[src/rtl/ctrl_pipe_hazard_pkg.sv]
// pipe_pkg: shared control-bundle type, forwarding select codes and opcodes
package pipe_pkg;
  typedef struct packed {
    logic [1:0] aluop;
    logic       alusrc;
    logic       branch;
    logic       mem_read;
    logic       mem_write;
    logic       reg_write;
    logic       mem_to_reg;
  } ctrl_bundle_t;
  localparam ctrl_bundle_t CTRL_NOP = '0;
  localparam logic [1:0] FWD_RF    = 2'b00;
  localparam logic [1:0] FWD_EXMEM = 2'b10;
  localparam logic [1:0] FWD_MEMWB = 2'b01;
  localparam logic [6:0] OP_RTYPE  = 7'b0110011;
  localparam logic [6:0] OP_ITYPE  = 7'b0010011;
  localparam logic [6:0] OP_LOAD   = 7'b0000011;
  localparam logic [6:0] OP_STORE  = 7'b0100011;
  localparam logic [6:0] OP_BRANCH = 7'b1100011;
endpackage

[src/rtl/ctrl_pipe_hazard_fwd_unit.sv]
// fwd_unit: EX-stage forwarding selects for both ALU operands
module fwd_unit import pipe_pkg::*; #(
  parameter int RA_W = 5
) (
  input  logic [RA_W-1:0] ex_rs1,
  input  logic [RA_W-1:0] ex_rs2,
  input  logic            mem_reg_write,
  input  logic [RA_W-1:0] mem_rd,
  input  logic            wb_reg_write,
  input  logic [RA_W-1:0] wb_rd,
  output logic [1:0]      fwd_a,
  output logic [1:0]      fwd_b
);
  logic mem_ok, wb_ok;
  // the younger EX/MEM result wins over MEM/WB; x0 is never a forwarding source
  always_comb begin
    mem_ok = mem_reg_write && mem_rd != '0;
    wb_ok  = wb_reg_write && wb_rd != '0;
    fwd_a  = (mem_ok && mem_rd == ex_rs1) ? FWD_EXMEM : (wb_ok && wb_rd == ex_rs1) ? FWD_MEMWB : FWD_RF;
    fwd_b  = (mem_ok && mem_rd == ex_rs2) ? FWD_EXMEM : (wb_ok && wb_rd == ex_rs2) ? FWD_MEMWB : FWD_RF;
  end
endmodule

[src/rtl/ctrl_pipe_hazard.sv]
// ctrl_pipe_hazard: ID/EX, EX/MEM, MEM/WB control pipeline with load-use stall, branch flush and forwarding
module ctrl_pipe_hazard import pipe_pkg::*; #(
  parameter int RA_W  = 5,
  parameter int CNT_W = 16
) (
  input  logic            clk,
  input  logic            rst_n,
  input  logic [1:0]      id_aluop,
  input  logic            id_alusrc,
  input  logic            id_branch,
  input  logic            id_mem_read,
  input  logic            id_mem_write,
  input  logic            id_reg_write,
  input  logic            id_mem_to_reg,
  input  logic [RA_W-1:0] id_rs1,
  input  logic [RA_W-1:0] id_rs2,
  input  logic [RA_W-1:0] id_rd,
  input  logic            ex_zero,
  output logic [1:0]      ex_aluop,
  output logic            ex_alusrc,
  output logic [RA_W-1:0] ex_rs1,
  output logic [RA_W-1:0] ex_rs2,
  output logic            mem_branch_taken,
  output logic            mem_mem_read,
  output logic            mem_mem_write,
  output logic            wb_reg_write,
  output logic            wb_mem_to_reg,
  output logic [RA_W-1:0] wb_rd,
  output logic [1:0]      fwd_a,
  output logic [1:0]      fwd_b,
  output logic            pc_write,
  output logic            if_id_write,
  output logic            if_id_flush,
  output logic [CNT_W-1:0] stall_cnt,
  output logic [CNT_W-1:0] flush_cnt
);
  ctrl_bundle_t    id_ctrl, ex_ctrl_q, ex_ctrl_d;
  logic [RA_W-1:0] ex_rs1_q, ex_rs1_d, ex_rs2_q, ex_rs2_d, ex_rd_q, ex_rd_d;
  logic [RA_W-1:0] mem_rd_q, mem_rd_d, wb_rd_q, wb_rd_d;
  logic            mem_branch_taken_q, mem_branch_taken_d, mem_mem_read_q, mem_mem_read_d;
  logic            mem_mem_write_q, mem_mem_write_d, mem_reg_write_q, mem_reg_write_d;
  logic            mem_mem_to_reg_q, mem_mem_to_reg_d;
  logic            wb_reg_write_q, wb_reg_write_d, wb_mem_to_reg_q, wb_mem_to_reg_d;
  logic [CNT_W-1:0] stall_cnt_q, stall_cnt_d, flush_cnt_q, flush_cnt_d;
  logic            stall, take, bubble;

  assign id_ctrl = {id_aluop, id_alusrc, id_branch, id_mem_read, id_mem_write, id_reg_write, id_mem_to_reg};

  // hazard decisions, fetch enables and next state of every control register and counter
  always_comb begin
    stall              = ex_ctrl_q.mem_read && ex_rd_q != '0 && (ex_rd_q == id_rs1 || ex_rd_q == id_rs2);
    take               = ex_ctrl_q.branch && ex_zero;
    bubble             = stall || take;
    pc_write           = !stall || take;
    if_id_write        = !stall || take;
    if_id_flush        = take;
    ex_ctrl_d          = bubble ? CTRL_NOP : id_ctrl;
    ex_rs1_d           = bubble ? '0 : id_rs1;
    ex_rs2_d           = bubble ? '0 : id_rs2;
    ex_rd_d            = bubble ? '0 : id_rd;
    mem_branch_taken_d = take;
    mem_mem_read_d     = ex_ctrl_q.mem_read;
    mem_mem_write_d    = ex_ctrl_q.mem_write;
    mem_reg_write_d    = ex_ctrl_q.reg_write;
    mem_mem_to_reg_d   = ex_ctrl_q.mem_to_reg;
    mem_rd_d           = ex_rd_q;
    wb_reg_write_d     = mem_reg_write_q;
    wb_mem_to_reg_d    = mem_mem_to_reg_q;
    wb_rd_d            = mem_rd_q;
    stall_cnt_d        = (stall && !take && stall_cnt_q != '1) ? stall_cnt_q + CNT_W'(1) : stall_cnt_q;
    flush_cnt_d        = (take && flush_cnt_q != '1) ? flush_cnt_q + CNT_W'(1) : flush_cnt_q;
  end

  // pipeline registers; reset clears everything to a NOP bubble
  always_ff @(posedge clk or negedge rst_n) begin
    if (!rst_n) begin
      ex_ctrl_q          <= CTRL_NOP;
      ex_rs1_q           <= '0;
      ex_rs2_q           <= '0;
      ex_rd_q            <= '0;
      mem_branch_taken_q <= 1'b0;
      mem_mem_read_q     <= 1'b0;
      mem_mem_write_q    <= 1'b0;
      mem_reg_write_q    <= 1'b0;
      mem_mem_to_reg_q   <= 1'b0;
      mem_rd_q           <= '0;
      wb_reg_write_q     <= 1'b0;
      wb_mem_to_reg_q    <= 1'b0;
      wb_rd_q            <= '0;
      stall_cnt_q        <= '0;
      flush_cnt_q        <= '0;
    end else begin
      ex_ctrl_q          <= ex_ctrl_d;
      ex_rs1_q           <= ex_rs1_d;
      ex_rs2_q           <= ex_rs2_d;
      ex_rd_q            <= ex_rd_d;
      mem_branch_taken_q <= mem_branch_taken_d;
      mem_mem_read_q     <= mem_mem_read_d;
      mem_mem_write_q    <= mem_mem_write_d;
      mem_reg_write_q    <= mem_reg_write_d;
      mem_mem_to_reg_q   <= mem_mem_to_reg_d;
      mem_rd_q           <= mem_rd_d;
      wb_reg_write_q     <= wb_reg_write_d;
      wb_mem_to_reg_q    <= wb_mem_to_reg_d;
      wb_rd_q            <= wb_rd_d;
      stall_cnt_q        <= stall_cnt_d;
      flush_cnt_q        <= flush_cnt_d;
    end
  end

  assign ex_aluop         = ex_ctrl_q.aluop;
  assign ex_alusrc        = ex_ctrl_q.alusrc;
  assign ex_rs1           = ex_rs1_q;
  assign ex_rs2           = ex_rs2_q;
  assign mem_branch_taken = mem_branch_taken_q;
  assign mem_mem_read     = mem_mem_read_q;
  assign mem_mem_write    = mem_mem_write_q;
  assign wb_reg_write     = wb_reg_write_q;
  assign wb_mem_to_reg    = wb_mem_to_reg_q;
  assign wb_rd            = wb_rd_q;
  assign stall_cnt        = stall_cnt_q;
  assign flush_cnt        = flush_cnt_q;

  fwd_unit #(.RA_W(RA_W)) u_fwd (
    .ex_rs1       (ex_rs1_q),
    .ex_rs2       (ex_rs2_q),
    .mem_reg_write(mem_reg_write_q),
    .mem_rd       (mem_rd_q),
    .wb_reg_write (wb_reg_write_q),
    .wb_rd        (wb_rd_q),
    .fwd_a        (fwd_a),
    .fwd_b        (fwd_b)
  );
endmodule

[config.mk]
export PLATFORM = sky130hd
export DESIGN_NAME = ctrl_pipe_hazard
export DESIGN_NICKNAME = d
export VERILOG_FILES = /design/src/rtl/ctrl_pipe_hazard_pkg.sv /design/src/rtl/ctrl_pipe_hazard_fwd_unit.sv /design/src/rtl/ctrl_pipe_hazard.sv
export SDC_FILE = /design/constraint.sdc
export NUM_CORES = 1
export LEC_CHECK = 0
export CAP_MARGIN = 30
export CORE_MARGIN = 2
export CORE_UTILIZATION = 38
export DETAILED_ROUTE_END_ITERATION = 8
export GPL_TIMING_DRIVEN = 0
export PLACE_DENSITY = 0.75
export RECOVER_POWER = 25
export SLEW_MARGIN = 10
export SYNTH_ARGS = -nofsm -noshare
export SYNTH_HDL_FRONTEND = slang
export SYNTH_HIERARCHICAL = 1
export SYNTH_SLANG_ARGS = --single-unit
[constraint.sdc]
create_clock -name clk -period 3.3 [get_ports clk]
set_input_delay 0.66 -clock clk [delete_from_list [all_inputs] [get_ports clk]]
set_output_delay 0.66 -clock clk [all_outputs]
set_load 0.005 [all_outputs]
==> flow_summary.toml, run 1 <==
[clock_tree]
cts_tree = "done"
h-tree-depth = 3
cts.clk_slew.worst_paths_ns = 0.08
clock_path_buffers = 2
postCtsHoldBufs = 0
insertion_delay_ns = 0.33
cts_made_buffers = 9
cts_root_buf = "clkbuf_8"
clock_sinks = 72

[routing]
vias_per_cell = 4.81
dr.pass1.iters = 4
routed_wl_mm = 6.49
drtIter0Drc = 56
routedWlPerCell_um = 13.9
drc = 0
num_vias = 2247
detail-route-antenna-nets = 0

[die]
start_util_pct = 38.5
die_x_um = 94.5
fp.dieH_um = 94.5
num_io_pins = 88
core.rowCount = 33
core-area_um2 = 8090
die_area_um2 = 8940

[logic_synthesis]
synth_area_per_cell_um2 = 12.1
synth_area_um2 = 3110
synth_warnings = 6
yosysSeqAreaShare_pct = 57.9
ys_ff_latch = 72
ys_types = 31
synth.area.top_cells = "dfrtp_1 58%, xnor2_1 11%, xor2_1 5.1%"
yosysTopAreaCellShare_pct = 57.9
syn_nets = 285
syn_inst = 257
yosys.area.top_type = "dfrtp_1"

[sta]
period_needed_ns = 3.19
setup_violations = 0
skew_ns = 0.00900
max_freq_mhz = 314
tightest_slew_ns = 1.73
max-slew-margin-rel_pct = -15.4
fin_crit_sh_pct = 96.5
layout_setup_ws_ns = 0.114
final-hold-violation-count = 0
rsz0062_at_grt = "no"
final-max-slew-violation-count = 33

[grt]
grt_antenna_before_repair = 0
grt_max_degree = 42
grt_pass1_wl_mm = 10.7
grt_usage_pct = 15.5
grt-ovfl-total = 0
first_global_vias = 2303

[power]
power.density_cell_area_nw_per_um2 = 504
total_power_mw = 2.19
leakage_nw = 1.80
ir_drop_mv = 0.222

[cells_and_area]
syn_to_final_growth_pct = 39.6
nets = 385
diodes = 0
instances_no_fill = 467
regArea_um2 = 1800
drive_gt1_share_pct = 11.0
final_area_um2 = 4350
multiInputGateArea_um2 = 1270
final_core_util_pct = 53.7
fillers = 754

[worst_setup_path]
start_kind = "input pin"
cp_max_fo = 5
cp-end-kind = "output port"
required_ns = 2.64
worstSetupPathType = "in -> out"
startpoint = "id_rs2[4]"
timing.rr.start = "ex_rd_q[3]"
critPathArrivalTime_ns = 2.53

[outcome]
status = "complete, but fails checks"
violations = "max-capacitance violations, max-slew violations"

[placed_design]
dpl.hpwl_mm = 4.88
dpl_cell_area_um2 = 4130
place_inst = 450
place_ws_ns = 0.0559
place_congestion = 0.819
io_buffers = 87

[hold_path]
hp-class = "reg -> reg"
worst_hold_startpoint = "mem_reg_write_d"

[flow_run]
cap_violations = 1
==> cell type report <==
cell class,count,share of cell area (%)
plain buffers,6,1.01
inverters,2,0.173
clock buffers,9,2.85
well taps,105,3.02
repair buffers,89,20.2
multi-input cells,177,29.1
clock inverters,7,2.22
flip-flops and latches,72,41.4
==> what timing repair did <==
action                     4_1_cts  5_1_grt
setup endpoints to repair        0        1
buffers inserted                 0        1
resized for setup                0        1
==> per-stage QoR <==
stage,hold slack [ns],setup TNS (ns)
floorplan,0.331,0
global placement,0.334,-62.36
detailed placement,0.336,0
CTS,0.260,0
global route,0.357,0
finish,0.352,0
==> worst max-delay path, stage by stage <==
cell and delay, ns:
clkdlybuf4s50_1 0.53, xor2_1 0.19, nor3_2 0.06, a22oi_2 0.26, nor2_4 0.09, nand2_1 0.12
buf_4 0.12, clkdlybuf4s50_1 0.49
==> layer usage <==
layer / up-vias / share of wire, % / routed length (um) / GRT usage [%]
met1: 1104 / 43 / 2780 / 19.0
li1: 1074 / - / - / -
met5: - / 0 / 0 / 0
met4: 0 / 1.9 / 126 / 7.25
met3: 11 / 5.2 / 337 / 3.83
met2: 58 / 50 / 3250 / 25.8
==> worst paths after layout <==
kind | to | slack, ns | cells past startpoint
max | pc_write | 0.11 | 8
min | mem_reg_write_q | 0.35 | 0
max reg2reg | stall_cnt[15] | 1.20 | 8
min reg2reg | mem_reg_write_q | 0.35 | 0
max in group asynchronous | ex_ctrl_q[4] | 0.79 | 2
min in group asynchronous | wb_reg_write | 0.77 | 1
==> where the power goes <==
| part | leakage, nW | internal (mW) | switching, mW |
|---|---|---|---|
| registers | 0.925 | 0.964 | 0.104 |
| logic | 0.763 | 0.233 | 0.134 |
| clock network | 0.113 | 0.427 | 0.328 |
| total | 1.80 | 1.62 | 0.567 |
==> cells by family (layout without fill, tap and decap cells) <==
logic type,count (synthesis),after routing,share of synthesized area [%]
AO/OA/AOI/OAI,8,8,1.89
XOR/XNOR,56,56,15.7
adder cells (fa/ha/maj),2,2,0.803
buffers and inverters,8,113,1.65
flip-flops,72,72,57.9
multiplexers,5,5,1.81
AND/OR/NAND/NOR,106,106,20.2
==> Yosys cell counts (all sizes together) <==
cell type	instances
dfrtp	72
xnor2	38
and2	23
xor2	18
nand2	16
nand4	15
nor2	14
nand3	12
and3	8
buf	6
mux2	5
nor4	5
nor3	4
a21oi	3
and4	3
o21ai	3
or4	3
ha	2
inv	2
a22oi	1
nand2b	1
nor4b	1
o2111ai	1
or3	1
==> layout by cell type (no fill, tap or decap), types with 2 or more instances in the layout <==
cell and count:
nor4_2 2, xor2_1 18, and3_1 8, nand2_1 16
buf_2 2, mux2_2 5, or4_1 3, buf_4 4
inv_1 2, bufinv_16 2, nand4_1 15, clkdlybuf4s50_1 86
and4_1 3, nor3_1 2, clkbuf_8 9, nand3_1 12
a21oi_1 3, dfrtp_1 72, clkinv_2 2, o21ai_2 2
clkinv_4 3, xnor2_1 38, and2_1 23, nor2_1 12
nor4_1 2, nor3_2 2, ha_1 2
Note: power is estimated with default switching activity, not from simulation.
==> inputs of run 2 (changes only) <==
Settings changed: CORE_MARGIN 2 to not set.
==> run 2 against run 1 <==
  * The run now ends clean
  * First-iteration DRC count shrank 34%
  * Sequential power about the same
  * Register-to-register slack better by 0.06 ns
  * Die area is 4.2% lower
  * Worst setup slack lost 0.0093 ns
  * Design area rose by 0.26%
  * Clock power up 10%
  * Global-route usage grew 1.1 points
  * Sequential share of layout area is 0.11 points lower
  * Hold slack got worse by 0.00086 ns
  * Via count shrank 1.3%
  * Flip-flop and latch count stayed put
  * Largest power group unchanged
  * Highest routed layer unchanged
==> flow_summary.toml, run 2 (same netlist as run 1, synthesis figures left out) <==
[cells_and_area]
diodes = 0
drive_gt1_share_pct = 10.2
mostFrequentLayoutCell = "clkdlybuf4s50_1"
instances_no_fill = 463
nets = 385
fillers = 720
multiInputGateArea_um2 = 1270
syn_to_final_growth_pct = 40.0
regArea_um2 = 1800
final_cell_mix = "86 x clkdlybuf4s50_1, 72 x dfrtp_1, 38 x xnor2_1, 23 x and2_1, 18 x xor2_1"

[power]
netSwitchingPower_mw = 0.548
p_int_mw = 1.72
ir_drop_mv = 0.235
total_power_mw = 2.27
p_sw_share_pct = 24.2
power.density_cell_area_nw_per_um2 = 520
pwr-share-comb_pct = 16.3
pwr-share-clk_pct = 36.6
sequentialPowerShare_pct = 47.0
leakage_nw = 1.80

[grt]
grt_max_degree = 51
grt_usage_pct = 16.6
grt-ovfl-total = 0
grt_antenna_before_repair = 0
first_global_vias = 2207
grt_pass1_wl_mm = 10.8

[clock_tree]
h-tree-depth = 3
clock_path_buffers = 2
cts_tree = "done"
postCtsHoldBufs = 0
cts_root_buf = "clkbuf_8"
cts_made_buffers = 9
clock_sinks = 72
insertion_delay_ns = 0.34
cts.clk_slew.worst_paths_ns = 0.07

[worst_setup_path]
slowest_delay_ns = 0.50
start_kind = "input pin"
required_ns = 2.64
cp_common_cell = "clkdlybuf4s50_1"
slowest_stage = "clkdlybuf4s50_1"
cp-end-kind = "output port"
critPathArrivalTime_ns = 2.53
cp_max_fo = 5
worstSetupPathType = "in -> out"
crit_chain = "clkdlybuf4s50_1 > xor2_1 > nor3_2 > a22oi_2 > nor2_4 > nand2_1 > buf_4 > clkdlybuf4s50_1"
r2r_slack_ns = 1.26
crit_buf_inv = 3
crit_family = "buffers and inverters"

[routing]
dr.pass1.iters = 4
wl_met1_mm = 2.82
routed_wl_mm = 6.51
drtIter0Drc = 37
vias_per_cell = 4.79
drc = 0
route.met3.wl_um = 281
highest_layer = "met4"
detail-route-antenna-nets = 0
dr_wl_met2_mm = 3.34
num_vias = 2218
routedWlPerCell_um = 14.1

[sta]
fin_crit_sh_pct = 96.8
whs_ns = 0.351
max_freq_mhz = 313
final-max-slew-violation-count = 0
period_needed_ns = 3.19
tightest_slew_ns = 1.20
final-hold-violation-count = 0
setup_violations = 0
max-slew-margin-rel_pct = 20.0
skew_ns = 0.00776
layout_setup_ws_ns = 0.105
rsz0062_at_grt = "no"

[placed_design]
place_ws_ns = 0.0324
dpl.hpwl_mm = 4.89
io_buffers = 87
place_congestion = 0.748
place_inst = 447

[die]
fp.dieH_um = 92.5
die_x_um = 92.5
core-area_um2 = 7810
die_area_um2 = 8560
core.rowCount = 32
num_io_pins = 88
start_util_pct = 39.9

[outcome]
status = "finished clean"

[hold_path]
hp-class = "reg -> reg"

[flow_run]
cap_violations = 0
run 2: path summary, 6_finish.rpt:
check / startpoint / endpoint / depth (start not counted)
max: id_rs2[3] / pc_write / 8
min: mem_mem_to_reg_q / wb_mem_to_reg / 0
max reg2reg: ex_rd_q[0] / stall_cnt[6] / 8
min reg2reg: mem_mem_to_reg_q / wb_mem_to_reg / 0
max in group asynchronous: rst_n / mem_mem_read_d / 2
min in group asynchronous: rst_n / wb_reg_write / 1
run 2: layer usage:
metal | vias to the layer above | global-route usage [%]
met4 | 0 | 6.64
met1 | 1084 | 20.8
met5 | - | 0
li1 | 1071 | -
met3 | 6 | 4.27
met2 | 57 | 27.5
run 2: timing repair:
| item | in CTS | in global routing |
|---|---|---|
| endpoints found under the hold margin | 0 | 0 |
| setup buffers | 0 | 1 |
| endpoints found under the setup margin | 0 | 1 |
| resized for setup | 0 | 1 |
run 2: power by group through the flow:
stage	sequential, mW	combinational (mW)	clock (mW)
floorplan	1.07	0.153	0
global placement	1.08	0.362	0
detailed placement	1.09	0.377	0
CTS	1.07	0.380	0.854
global route	1.08	0.410	0.890
finish	1.07	0.370	0.831
run 2: cell type report:
type,count,area share (%)
well taps,102,2.93
inverters,2,0.172
clock inverters,3,2.07
repair buffers,89,20.1
flip-flops and latches,72,41.3
plain buffers,6,1.00
clock buffers,12,3.33
multi-input cells,177,29.0
run 2: through the flow:
step	setup TNS [ns]	util (%)	area [um^2]
after CTS	0	56.0	4370
after detailed placement	0	53.0	4140
final	0	55.8	4360
after global placement	-62.91	52.7	4110
after floorplan	0	-	3110
after global routing	0	55.8	4360
==> inputs of run 3 (changes only) <==
Settings changed: CORE_MARGIN set to 1.5, CORE_UTILIZATION 38 to 45, PLACE_DENSITY 0.75 to 0.85, SLEW_MARGIN 10 to 5.
==> run 3 against run 2 <==
  * The flow now finishes with violations (max-capacitance violations, max-slew violations)
  * Clock skew hardly changed
  * Hold slack worse by 0.26 ns
  * Cell count is 5.4% lower
  * Critical path type unchanged
  * Flip-flop and latch count stayed put
  * Core utilization is 7.4 points higher
==> flow_summary.toml, run 3 (same netlist as run 1, synthesis figures left out) <==
[placed_design]
place_congestion = 0.860
io_buffers = 87
dpl.hpwl_mm = 4.69
place_inst = 425

[die]
die_x_um = 86.2
start_util_pct = 46.1
die_area_um2 = 7430
fp.dieH_um = 86.2
num_io_pins = 88
core.rowCount = 30
core-area_um2 = 6760

[sta]
skew_ns = 0.00755
rsz0062_at_grt = "no"
max_freq_mhz = 312
final-max-slew-violation-count = 72
fin_crit_sh_pct = 97.0
setup_violations = 0
fin_tns_setup_ns = 0
final-hold-violation-count = 0
tightest_slew_ns = 1.74
max-slew-margin-rel_pct = -16.1
whs_ns = 0.0918
period_needed_ns = 3.20

[worst_setup_path]
crit_buf_inv = 3
critPathArrivalTime_ns = 2.54
slowest_stage = "clkdlybuf4s50_1"
cp-endpoint = "pc_write"
startpoint = "id_rs2[3]"
worstReg2RegEnd = "ex_rs1[0]"
crit_chain = "clkdlybuf4s50_1 > xor2_1 > nor3_2 > a22oi_2 > nor2_4 > nand2_2 > buf_4 > clkdlybuf4s50_1"
cp_max_fo = 5
r2r_slack_ns = 1.34
crit_family = "buffers and inverters"
rr_worst_depth = 6
start_kind = "input pin"
worstSetupPathType = "in -> out"
timing.rr.start = "ex_rd_q[1]"
required_ns = 2.64
worst-path-stages = 8
cp-end-kind = "output port"
cp_common_cell = "clkdlybuf4s50_1"
slowest_delay_ns = 0.50

[grt]
grt-ovfl-total = 0
first_global_vias = 2273
grt_usage_pct = 18.3
grt_max_degree = 72
grt_antenna_before_repair = 0
grt_pass1_wl_mm = 10.4

[cells_and_area]
drive_gt1_share_pct = 10.3
multiInputGateArea_um2 = 1270
regArea_um2 = 1800
final_cell_mix = "86 x clkdlybuf4s50_1, 72 x dfrtp_1, 38 x xnor2_1, 23 x and2_1, 18 x xor2_1"
fillers = 566
mostFrequentLayoutCell = "clkdlybuf4s50_1"
syn_to_final_growth_pct = 37.1
instances_no_fill = 438
diodes = 0
nets = 384
final_core_util_pct = 63.2

[clock_tree]
cts_made_buffers = 9
postCtsSetupRepairBufs = 0
cts_tree = "done"
cts.clk_slew.worst_paths_ns = 0.06
clock_path_buffers = 2
clock_sinks = 72
h-tree-depth = 3
cts_root_buf = "clkbuf_8"
postCtsHoldBufs = 0
insertion_delay_ns = 0.33
cts_repair_resize_count = 0

[routing]
route.met3.wl_um = 270
routedWlPerCell_um = 14.4
dr_wl_met2_mm = 3.17
wl_met1_mm = 2.72
dr.pass1.iters = 4
vias_per_cell = 5.09
drtIter0Drc = 82
drc = 0
routed_wl_mm = 6.30
detail-route-antenna-nets = 0
num_vias = 2229
highest_layer = "met4"

[outcome]
status = "complete, but fails checks"
violations = "max-capacitance violations, max-slew violations"

[hold_path]
hp-class = "in -> async"

[flow_run]
cap_violations = 1

[power]
leakage_nw = 1.78
power.density_cell_area_nw_per_um2 = 483
ir_drop_mv = 0.296
==> run 3: changes by cell type in the layout (fill, tap and decap cells not counted) <==
cell	change
buf_4	-1
clkbuf_1	-2
nand2_1	-1
bufinv_16	-3
nand2_2	+1
clkbuf_8	+3
==> run 3: through the flow <==
step	worst slack [ns]	power [mW]	area (um^2)
finish	0.0998	2.06	4270
global route	0.0123	2.17	4270
CTS	0.0418	2.09	4290
detailed placement	0.0479	1.46	4110
global placement	-0.777	1.44	4090
floorplan	1.10	1.22	3110
==> run 3: how the worst min path moves through the flow <==
| stage | startpoint | to | slack [ns] | cells past startpoint |
|---|---|---|---|---|
| after floorplan | mem_mem_to_reg_d | mem_mem_to_reg_q | 0.33 | 0 |
| after global placement | mem_mem_write_d | mem_mem_write | 0.33 | 0 |
| after detailed placement | mem_mem_to_reg_d | mem_mem_to_reg_q | 0.34 | 0 |
| after CTS | rst_n | wb_reg_write | 0.1 | 1 |
| after global routing | rst_n | wb_reg_write | 0.08 | 1 |
| final | rst_n | wb_reg_write | 0.09 | 1 |
==> run 3: layout make-up <==
| cell class | instances | share of cell area (%) |
|---|---|---|
| multi-input cells | 177 | 29.7 |
| flip-flops and latches | 72 | 42.2 |
| clock buffers | 13 | 4.19 |
| inverters | 2 | 0.176 |
| well taps | 80 | 2.34 |
| plain buffers | 6 | 1.03 |
| repair buffers | 88 | 20.4 |
==> run 3: per-layer routing <==
| layer | up-vias | GRT usage (%) |
|---|---|---|
| li1 | 1072 | - |
| met1 | 1083 | 22.2 |
| met2 | 61 | 30.4 |
| met3 | 13 | 4.67 |
| met4 | 0 | 9.38 |
| met5 | - | 0 |
==> run 3: where the power goes <==
group	leakage, nW	total, mW	switching, mW	internal (mW)
clock	0.0935	0.627	0.284	0.343
combinational	0.760	0.367	0.135	0.232
sequential	0.925	1.07	0.101	0.966
total	1.78	2.06	0.520	1.54
